**config.mk**
```make
export PLATFORM = sky130hd
export DESIGN_NAME = decomp_sequencer
export DESIGN_NICKNAME = d
export VERILOG_FILES = /design/src/rtl/decomp_sequencer.sv
export SDC_FILE = /design/constraint.sdc
export NUM_CORES = 1
export LEC_CHECK = 0
export ABC_AREA = 1
export BUFFER_PORTS_ARGS = -buffer_cell sky130_fd_sc_hd__buf_2
export CAP_MARGIN = 20
export CORE_ASPECT_RATIO = 1.2
export CORE_UTILIZATION = 40
export CTS_CLUSTER_SIZE = 20
export DETAILED_ROUTE_END_ITERATION = 7
export GPL_TIMING_DRIVEN = 1
export PLACE_DENSITY_LB_ADDON = 0.15
export SLEW_MARGIN = 20
export SYNTH_ARGS = -nofsm -noshare
export SYNTH_HDL_FRONTEND = slang
export SYNTH_SLANG_ARGS = --single-unit
```
**constraint.sdc**
```tcl
create_clock -name i_clk -period 2.11 [get_ports i_clk]
set_input_delay 0.3165 -clock i_clk [delete_from_list [all_inputs] [get_ports i_clk]]
set_output_delay 0.3165 -clock i_clk [all_outputs]
set_load 0.005 [all_outputs]
```
**src/rtl/decomp_sequencer.sv**
```systemverilog
// Control sequencer for a compressed-instruction decompressor: fetches a word,
// expands token opcodes into two table words. Optional counters: DECOMP_STATS_EN.
module decomp_sequencer #(
  parameter int                    WIDTH      = 32,
  parameter int                    ENCODE_LEN = 4,
  parameter logic [ENCODE_LEN-1:0] OPCODE     = 4'b1111
) (
  input  logic                  i_clk,
  input  logic                  i_reset,
  input  logic                  i_pc_change,
  input  logic                  i_branch,
  input  logic [ENCODE_LEN-1:0] i_opcode,
  output logic                  o_pc_sel,
  output logic                  o_pc_en,
  output logic                  o_in_en,
  output logic                  o_ipc_en,
  output logic                  o_tbl_sel,
  output logic                  o_out_sel,
  output logic                  o_out1_en,
  output logic                  o_out2_en,
  output logic                  o_stall,
  output logic                  o_out_valid,
  output logic [WIDTH-1:0]      o_tok_cnt,
  output logic [WIDTH-1:0]      o_ins_cnt,
  output logic [2:0]            o_state
);

  // CPU handshake: i_pc_change is a request that is only accepted in IDLE and
  // EXP2; while o_stall is high the CPU holds its PC and requests are ignored.
  typedef enum logic [2:0] {
    S_IDLE   = 3'd0,
    S_REDIR  = 3'd1,
    S_FETCH  = 3'd2,
    S_DECODE = 3'd3,
    S_EXP2   = 3'd4
  } state_t;

  state_t r_state;
  logic   r_pc_sel;
  logic   r_pc_en;
  logic   r_in_en;
  logic   r_ipc_en;
  logic   r_tbl_sel;
  logic   r_out_sel;
  logic   r_out1_en;
  logic   r_out2_en;
  logic   r_stall;
  logic   r_out_valid;
  logic   w_encode;

  assign w_encode = (i_opcode == OPCODE);

  // Outputs are registered with the state they belong to, so each strobe is
  // visible during the cycle after the decision that produced it.
  always_ff @(posedge i_clk) begin
    if (i_reset) begin
      r_state     <= S_IDLE;
      r_pc_sel    <= 1'b0;
      r_pc_en     <= 1'b0;
      r_in_en     <= 1'b0;
      r_ipc_en    <= 1'b0;
      r_tbl_sel   <= 1'b0;
      r_out_sel   <= 1'b0;
      r_out1_en   <= 1'b0;
      r_out2_en   <= 1'b0;
      r_stall     <= 1'b0;
      r_out_valid <= 1'b0;
    end else begin
      r_pc_sel    <= 1'b0;
      r_pc_en     <= 1'b0;
      r_in_en     <= 1'b0;
      r_ipc_en    <= 1'b0;
      r_tbl_sel   <= 1'b0;
      r_out_sel   <= 1'b0;
      r_out1_en   <= 1'b0;
      r_out2_en   <= 1'b0;
      r_stall     <= 1'b0;
      r_out_valid <= r_out1_en;
      case (r_state)
        S_IDLE: begin
          if (i_pc_change) begin
            if (i_branch) begin
              r_state  <= S_REDIR;
              r_pc_sel <= 1'b1;
              r_pc_en  <= 1'b1;
              r_stall  <= 1'b1;
            end else begin
              r_state  <= S_FETCH;
              r_pc_en  <= 1'b1;
              r_in_en  <= 1'b1;
              r_ipc_en <= 1'b1;
              r_stall  <= 1'b1;
            end
          end
        end
        S_REDIR: begin
          r_state  <= S_FETCH;
          r_pc_en  <= 1'b1;
          r_in_en  <= 1'b1;
          r_ipc_en <= 1'b1;
          r_stall  <= 1'b1;
        end
        S_FETCH: begin
          r_state <= S_DECODE;
          r_stall <= 1'b1;
        end
        S_DECODE: begin
          r_tbl_sel <= w_encode;
          r_out1_en <= 1'b1;
          r_out2_en <= w_encode;
          r_state   <= w_encode ? S_EXP2 : S_IDLE;
        end
        S_EXP2: begin
          if (i_pc_change) begin
            if (i_branch) begin
              // Taken branch abandons the pending second token word.
              r_state  <= S_REDIR;
              r_pc_sel <= 1'b1;
              r_pc_en  <= 1'b1;
              r_stall  <= 1'b1;
            end else begin
              r_state   <= S_IDLE;
              r_out_sel <= 1'b1;
              r_out1_en <= 1'b1;
              r_ipc_en  <= 1'b1;
            end
          end
        end
        default: r_state <= S_IDLE;
      endcase
    end
  end

`ifdef DECOMP_STATS_EN
  logic [WIDTH-1:0] r_tok_cnt;
  logic [WIDTH-1:0] r_ins_cnt;

  always_ff @(posedge i_clk) begin
    if (i_reset) begin
      r_tok_cnt <= '0;
      r_ins_cnt <= '0;
    end else begin
      if (r_state == S_DECODE && w_encode) r_tok_cnt <= r_tok_cnt + 1'b1;
      if (r_out1_en)                       r_ins_cnt <= r_ins_cnt + 1'b1;
    end
  end

  assign o_tok_cnt = r_tok_cnt;
  assign o_ins_cnt = r_ins_cnt;
`else
  assign o_tok_cnt = '0;
  assign o_ins_cnt = '0;
`endif

  assign o_pc_sel    = r_pc_sel;
  assign o_pc_en     = r_pc_en;
  assign o_in_en     = r_in_en;
  assign o_ipc_en    = r_ipc_en;
  assign o_tbl_sel   = r_tbl_sel;
  assign o_out_sel   = r_out_sel;
  assign o_out1_en   = r_out1_en;
  assign o_out2_en   = r_out2_en;
  assign o_stall     = r_stall;
  assign o_out_valid = r_out_valid;
  assign o_state     = r_state;

endmodule

```
==> impl_metrics.json, run 1 <==
{
  "final_setup_violation_count": 0,
  "wire_length_of_the_first_global_routing_pass_mm": 1.50,
  "avgViaCountPerCell": 3.36,
  "fmaxAchievable_mhz": 817,
  "area_growth_pct": -8.34,
  "timing.rr.end": "o_stall",
  "combined_area_of_the_multi_input_logic_cells_um2": 404,
  "max_cap_viol_count": 0,
  "diodes": 0,
  "ctsRootBufferMaster": "sky130_fd_sc_hd__clkbuf_4",
  "dp.final_hpwl_um": 964,
  "core_area_um2": 2120,
  "core.rowCount": 18,
  "fin_tns_setup_ns": 0,
  "fin_hold_ws_ns": 0.261,
  "cts_made_buffers": 3,
  "powerDensity_nw_per_um2": 610,
  "worstSetupEndpointType": "output port",
  "grt_antenna_before_repair": 0,
  "worstSetupPathType": "register to output port",
  "cp.required_ns": 1.79,
  "place.gp.congestion": 0.868,
  "worst_ir_drop_vdd_v": 0.000262,
  "die_height_um": 54.8,
  "htree_levels": 1,
  "port_buffers": 20,
  "timing.reg2reg.worst_path_depth": 5,
  "period_share_pct": 58.0,
  "detail_route.first_pass.iterations": 4,
  "worstSkewPairLatency_ns": 0.27,
  "crit_fanout": 6,
  "final.setup_skew_ns": 0.000528,
  "grt_total_ovfl": 0,
  "seq_area_um2": 240,
  "synth_top_area_share_pct": 52.5,
  "holdCritPathClass": "input port to register",
  "wl_per_cell_um": 6.45,
  "vias": 582,
  "cell_by_cell_listing_of_the_critical_path": "buf_2",
  "netlist_area_um2": 930,
  "floorplan.io_pins": 85,
  "initial_core_util_pct": 43.9,
  "nFillCells": 232,
  "cts_tree": "built",
  "slew_viol_final": 0,
  "cts_max_path_buffers": 2,
  "cp_top_family": "flip-flops",
  "reg2reg_from": "o_state[1]",
  "netlist.top_cell.by_area": "sky130_fd_sc_hd__buf_4",
  "final-hold-violation-count": 0,
  "synth.top_cells.by_area": "sky130_fd_sc_hd__buf_4 (52%), sky130_fd_sc_hd__dfxtp_1 (26%), sky130_fd_sc_hd__nand2_1 (4.8%)",
  "cts-resized-gates": 0,
  "power.static_leakage_nw": 0.534,
  "netlist-cell-type-count": 15,
  "holdCritStartpoint": "i_reset",
  "postSynthAreaPerCell_um2": 7.68,
  "min_delay_worst_endpoint": "o_ipc_en",
  "chipWidth_um": 46.0,
  "grt_util_all_layers_pct": 8.92,
  "min_path_cells": 2,
  "synth_cells": 121,
  "cts_post_setup_buffers_inserted": 0,
  "slowest_stage": "sky130_fd_sc_hd__dfxtp_1",
  "path_clk_slew_ns": 0.07,
  "detail_route.wirelength_mm": 1.12,
  "rsz0062_at_grt": "false",
  "crit_path_max_cell_delay_ns": 0.47,
  "grt_start_max_net_pins": 8,
  "fp.dieArea_um2": 2520,
  "drc": 0,
  "layout-drive-gt1-share_pct": 22.4,
  "clkSinkCount": 12,
  "drt-initial-drc-count": 10,
  "cp_num_buf_inv": 1,
  "postCtsHoldBufs": 0,
  "worst_setup_path_start_kind": "register",
  "worst-endpoint-arrival_ns": 0.91,
  "nets": 152,
  "first_global_vias": 378,
  "yosysSeqAreaShare_pct": 25.8,
  "worst-r2r-setup-slack_ns": 1.16,
  "postSynthRegisterBits": 12,
  "outcome": "finished, final reports clean",
  "synth-warning-count": 0,
  "period_needed_ns": 1.22,
  "postRouteAntennaNets": 0
}
-- how the worst max path moves through the flow --
| stage | startpoint | endpoint | slack (ns) | cells past startpoint |
|---|---|---|---|---|
| after floorplan | o_state[1] | o_stall | 1.24 | 5 |
| after global placement | o_state[1] | o_stall | 1.16 | 5 |
| after detailed placement | o_state[1] | o_stall | 1.16 | 5 |
| after CTS | o_state[1] | o_state[1] | 0.88 | 1 |
| after global routing | o_state[1] | o_state[1] | 0.83 | 1 |
| final | o_state[1] | o_state[1] | 0.89 | 1 |
-- state kept, by name (all words and copies together), names as in the netlist --
signal	flops
o_out_valid	1
o_out2_en	1
o_ipc_en	1
o_in_en	1
o_pc_en	1
o_out_sel	1
o_pc_sel	1
o_state	3
o_out1_en	1
o_stall	1
-- report_power, final --
part,internal [mW],switching [mW],total (mW),leakage (nW)
clock network,0.105,0.0752,0.180,0.0210
registers,0.240,0.00990,0.250,0.0981
logic,0.0278,0.0614,0.0892,0.415
total,0.373,0.147,0.520,0.534
-- metrics by stage --
step	std cells	power [mW]	cell area [µm²]	setup WS, ns	util (%)
floorplan	184	0.401	1170	1.24	-
global placement	169	0.343	816	1.16	38.5
global route	173	0.557	852	0.833	40.2
CTS	173	0.523	852	0.880	40.2
finish	173	0.520	852	0.886	40.2
detailed placement	169	0.343	816	1.16	38.5
-- layer usage --
| layer | wire (µm) | vias to the layer above | global-route usage [%] | share of wire, % |
|---|---|---|---|---|
| li1 | - | 283 | - | - |
| met1 | 400 | 249 | 8.88 | 36 |
| met2 | 542 | 46 | 14.1 | 49 |
| met3 | 135 | 4 | 2.97 | 12 |
| met4 | 38 | 0 | 8.82 | 3.4 |
| met5 | 0 | - | 0 | 0 |
-- layout by cell type (no fill, tap or decap), drive strengths merged --
master and n:
nand2 15, conb 64, nand3 3, a21oi 3
nand4 2, buf 20, nor2 9, nor3 1
o21ai 1, inv 9, clkbuf 4, dfxtp 12
-- area by class of cell --
cell class                      instances  area share (%)
Sequential cell                        12            28.2
Clock buffer                            4            4.26
Tap cell                               30            4.41
Timing Repair Buffer                   20            11.7
Multi-Input combinational cell         98            47.4
Inverter                                9            3.96
-- cell families after synthesis --
| kind of cell | after synthesis | synth area share, % |
|---|---|---|
| buffers and inverters | 74 | 56.1 |
| AND/OR/NAND/NOR | 30 | 15.1 |
| flip-flops | 12 | 25.8 |
| AO/OA/AOI/OAI | 4 | 2.56 |
| other | 1 | 0.403 |
-- synthesized netlist by cell type (all sizes together) --
master	n
buf	65
nand2	15
dfxtp	12
inv	9
nor2	9
a21oi	3
nand3	3
nand4	2
conb	1
nor3	1
o21ai	1
Note: power is estimated with default switching activity, not from simulation.
==> run 2: changes to the inputs <==
CORE_UTILIZATION = 33   (was 40)
clock period = 1.1 ns   (was 2.11 ns; I/O delays follow)
==> run 2 against run 1 <==
- via count up 0.69%
- global-route usage down 1.1 points
- clock-buffer cell count unchanged
- clock power up 92%
- non-clock buffer count unchanged
- largest power group unchanged
==> impl_metrics.json, run 2 (synthesis results as in run 1) <==
{
  "slew_viol_final": 0,
  "drc": 0,
  "die_height_um": 60.1,
  "nets": 152,
  "cts_tree": "built",
  "fin_tns_setup_ns": 0,
  "area_growth_pct": -7.81,
  "cell_by_cell_listing_of_the_critical_path": "buf_2",
  "stdcell_count": 176,
  "dp.final_hpwl_mm": 1.07,
  "mostFrequentLayoutCells": "sky130_fd_sc_hd__conb_1 (64), sky130_fd_sc_hd__buf_2 (20), sky130_fd_sc_hd__nand2_1 (12), sky130_fd_sc_hd__dfxtp_1 (11)",
  "clkSinkCount": 12,
  "worstSetupPathType": "register to output port",
  "powerDensity_nw_per_um2": 1170,
  "cts_post_setup_buffers_inserted": 0,
  "cp.required_ns": 0.94,
  "postRouteAntennaNets": 0,
  "wl_per_cell_um": 6.91,
  "grt_start_max_net_pins": 8,
  "worst_ir_drop_vdd_v": 0.000376,
  "postCtsHoldBufs": 0,
  "first_global_vias": 430,
  "crit_path_max_cell_delay_ns": 0.45,
  "ctsRootBufferMaster": "sky130_fd_sc_hd__clkbuf_4",
  "final_setup_violation_count": 0,
  "outcome": "finished, final reports clean",
  "seq_area_um2": 241,
  "cp_top_family": "flip-flops",
  "largest_register_ffs": 3,
  "wire_length_of_the_first_global_routing_pass_mm": 1.70,
  "nFillCells": 303,
  "grt_util_all_layers_pct": 7.84,
  "initial_core_util_pct": 35.7,
  "power.static_leakage_nw": 0.534,
  "worst_setup_path_start_kind": "register",
  "grt_antenna_before_repair": 0,
  "worst-r2r-setup-slack_ns": 0.22,
  "final_common_cell": "sky130_fd_sc_hd__conb_1",
  "period_share_pct": 95.2,
  "grt_total_ovfl": 0,
  "holdCritPathClass": "input port to register",
  "drt-initial-drc-count": 8,
  "core_area_um2": 2600,
  "period_needed_ns": 1.05,
  "diodes": 0,
  "core.rowCount": 20,
  "finalCoreUtilization_pct": 32.9,
  "worstSetupEndpointType": "output port",
  "crit_fanout": 5,
  "fmaxAchievable_mhz": 955,
  "worst-endpoint-arrival_ns": 0.88,
  "place.gp.congestion": 0.743,
  "path_clk_slew_ns": 0.08,
  "place.detailed.instances": 172,
  "combined_area_of_the_multi_input_logic_cells_um2": 404,
  "cp_num_buf_inv": 1,
  "avgViaCountPerCell": 3.33,
  "vias": 586,
  "htree_levels": 1,
  "floorplan.io_pins": 85,
  "max_cap_viol_count": 0,
  "chipWidth_um": 50.5,
  "final-hold-violation-count": 0,
  "fp.dieArea_um2": 3030,
  "cts_max_path_buffers": 2,
  "final.setup_skew_ns": 0.00458,
  "worstSkewPairLatency_ns": 0.27,
  "slowest_stage": "sky130_fd_sc_hd__dfxtp_1",
  "detail_route.first_pass.iterations": 4,
  "cts_made_buffers": 3,
  "detail_route.wirelength_mm": 1.22,
  "layout-drive-gt1-share_pct": 23.1,
  "port_buffers": 20,
  "rsz0062_at_grt": "false"
}
==> run 2: cell counts in the layout (fill, tap and decap cells not counted) <==
Identical to the previous run, type by type.
==> run 2: through the flow <==
| stage | hold WS, ns | total power, mW | area (µm²) | setup WS (ns) |
|---|---|---|---|---|
| 2_1_floorplan | 0.234 | 0.770 | 1170 | 0.233 |
| 3_3_place_gp | 0.409 | 0.660 | 820 | 0.205 |
| 3_5_place_dp | 0.424 | 0.660 | 820 | 0.196 |
| 4_1_cts | 0.139 | 1.01 | 856 | 0.0265 |
| 5_1_grt | 0.143 | 1.08 | 857 | 0.00281 |
| 6_report | 0.137 | 0.999 | 857 | 0.0526 |
==> run 2: timing repair <==
item                       CTS  global route
hold endpoints to repair     0             0
resized for setup            0             1
setup endpoints to repair    0             1
==> run 2: layout make-up <==
class,instances,area share [%]
well taps,33,4.82
flip-flops and latches,12,28.2
inverters,9,3.94
repair buffers,20,11.7
multi-input cells,98,47.2
clock buffers,4,4.23
==> run 2: per-layer routing <==
metal	vias up	wire length, µm	GRT usage, %	part of all wire (%)
li1	282	-	-	-
met1	256	384	6.93	32
met2	46	643	15.8	53
met3	2	177	1.78	15
met4	0	11	4.76	0.90
met5	-	0	0	0
==> run 2: worst reg2reg max path: stages, from the launching register on <==
cell and delay (ns):
sky130_fd_sc_hd__dfxtp_1 0.37, sky130_fd_sc_hd__nor2_4 0.19, sky130_fd_sc_hd__nand2_2 0.10, sky130_fd_sc_hd__a21oi_1 0.15
==> run 2: report_power, final <==
| group | internal (mW) | switching, mW |
|---|---|---|
| Sequential | 0.462 | 0.0183 |
| Combinational | 0.0536 | 0.121 |
| Clock | 0.201 | 0.144 |
| Total | 0.716 | 0.283 |
==> run 2: worst paths after layout <==
path               from     endpoint  cells after the start
min             i_reset  o_out_valid                      2
min reg2reg   o_out1_en  o_out_valid                      2
max          o_state[0]   o_state[0]                      1
max reg2reg  o_state[0]     o_ipc_en                      3
==> run 3: changes to the inputs <==
CORE_MARGIN = 8   (was not set)
==> run 3 against run 2 <==
- register-to-register slack about the same
- sequential power about the same
- final cell count increased by 0.57%
- die area increased by 57%
- clock-buffer cell count unchanged
- setup slack improved by 0.072 ns
- cell area increased by 0.29%
- via count decreased by 1.7%
- first-iteration DRC count increased by 63%
- clock power decreased by 3%
- combinational power increased by 5%
- largest cell class unchanged
==> impl_metrics.json, run 3 (synthesis results as in run 1) <==
{
  "max_cap_viol_count": 0,
  "postRouteAntennaNets": 0,
  "slew_viol_final": 0,
  "vias": 576,
  "fin_hold_ws_ns": 0.132,
  "place.gp.congestion": 0.747,
  "drc": 0,
  "fp.dieArea_um2": 4780,
  "wl_per_cell_um": 9.66,
  "seq_power_share_pct": 48.2,
  "dp_worst_setup_slack_ns": 0.173,
  "mostFrequentLayoutCells": "sky130_fd_sc_hd__conb_1 (64), sky130_fd_sc_hd__buf_2 (20), sky130_fd_sc_hd__nand2_1 (12), sky130_fd_sc_hd__dfxtp_1 (10)",
  "cts_made_buffers": 3,
  "cp_num_buf_inv": 1,
  "grt_util_all_layers_pct": 6.43,
  "power_switching_mw": 0.283,
  "placed_cell_area_um2": 821,
  "period_needed_ns": 0.976,
  "cts_tree": "built",
  "powerDensity_nw_per_um2": 1160,
  "share_of_total_power_in_the_clock_network_pct": 33.6,
  "rsz0062_at_grt": "false",
  "ctsRootBufferMaster": "sky130_fd_sc_hd__clkbuf_4",
  "initial_core_util_pct": 34.0,
  "cp.required_ns": 0.94,
  "postCtsHoldBufs": 0,
  "clkSinkCount": 12,
  "diodes": 0,
  "core_area_um2": 2730,
  "final.setup.worst_slack_ns": 0.124,
  "cell_by_cell_listing_of_the_critical_path": "buf_2",
  "grt_start_max_net_pins": 8,
  "crit_path_max_cell_delay_ns": 0.41,
  "dp.final_hpwl_mm": 1.57,
  "drt-initial-drc-count": 13,
  "worst_setup_path_start_kind": "register",
  "area_growth_pct": -7.54,
  "path_clk_slew_ns": 0.07,
  "first_global_vias": 606,
  "chipWidth_um": 64.5,
  "core.rowCount": 21,
  "switching_share_of_power_pct": 28.3,
  "holdCritPathClass": "input port to register",
  "layout-drive-gt1-share_pct": 23.8,
  "nets": 152,
  "cts_post_setup_buffers_inserted": 0,
  "fin_tns_setup_ns": 0,
  "final_common_cell": "sky130_fd_sc_hd__conb_1",
  "detail_route.first_pass.iterations": 2,
  "largest_register_ffs": 3,
  "detail_route.wirelength_mm": 1.71,
  "worstSkewPairLatency_ns": 0.26,
  "wire_length_of_the_first_global_routing_pass_mm": 2.55,
  "crit_fanout": 6,
  "final.setup_skew_ns": 0.00163,
  "period_share_pct": 88.7,
  "cts_max_path_buffers": 2,
  "worstSetupEndpointType": "output port",
  "port_buffers": 20,
  "grt_total_ovfl": 0,
  "final-hold-violation-count": 0,
  "power.static_leakage_nw": 0.535,
  "htree_levels": 1,
  "die_height_um": 74.1,
  "fmaxAchievable_mhz": 1020,
  "p_int_mw": 0.717,
  "worst-endpoint-arrival_ns": 0.81,
  "grt_antenna_before_repair": 0,
  "outcome": "finished, final reports clean",
  "final_setup_violation_count": 0,
  "slowest_stage": "sky130_fd_sc_hd__dfxtp_2",
  "worst_ir_drop_vdd_v": 0.000408,
  "floorplan.io_pins": 85,
  "finalCoreUtilization_pct": 31.5,
  "cp_top_family": "flip-flops",
  "worstSetupPathType": "register to output port",
  "comb_power_share_pct": 18.2,
  "stdcell_area_um2": 860,
  "avgViaCountPerCell": 3.25
}
==> run 3: cell counts in the layout (fill, tap and decap cells not counted) <==
Identical to the previous run, type by type.
==> run 3: power groups by stage <==
stage	clock network, mW	registers, mW	logic (mW)
2_1_floorplan	0	0.493	0.277
3_3_place_gp	0	0.489	0.174
3_5_place_dp	0	0.491	0.172
4_1_cts	0.355	0.480	0.172
5_1_grt	0.373	0.485	0.217
6_report	0.336	0.482	0.182
==> run 3: worst paths after layout <==
check | endpoint | depth (start not counted) | slack [ns] | startpoint
max | o_state[1] | 1 | 0.12 | o_state[1]
min | o_out_valid | 2 | 0.13 | i_reset
max reg2reg | o_pc_sel | 3 | 0.22 | o_state[0]
min reg2reg | o_out_valid | 2 | 0.42 | o_out1_en
==> run 3: layer usage <==
layer	track usage (%)	up-vias	wire (µm)
met5	0	-	0
met4	2.91	0	8
met3	2.41	2	154
met2	11.3	38	918
met1	6.70	254	628
li1	-	282	-
==> run 3: final cells by class <==
| cell class | instances | area (µm²) |
|---|---|---|
| Clock buffer | 4 | 36.3 |
| Multi-Input combinational cell | 98 | 404 |
| Sequential cell | 12 | 243 |
| Timing Repair Buffer | 20 | 100 |
| Fill cell | 319 | 1870 |
| Tap cell | 34 | 42.5 |
| Inverter | 9 | 33.8 |
==> run 3: timing repair <==
item / CTS / global route
gates resized for setup: 0 / 2
setup endpoints to repair: 0 / 2
hold endpoints to repair: 0 / 0
==> run 3: per-stage QoR <==
step / power (mW) / instances
floorplan: 0.770 / 184
global placement: 0.663 / 173
detailed placement: 0.662 / 173
CTS: 1.01 / 177
global route: 1.07 / 177
finish: 1.00 / 177
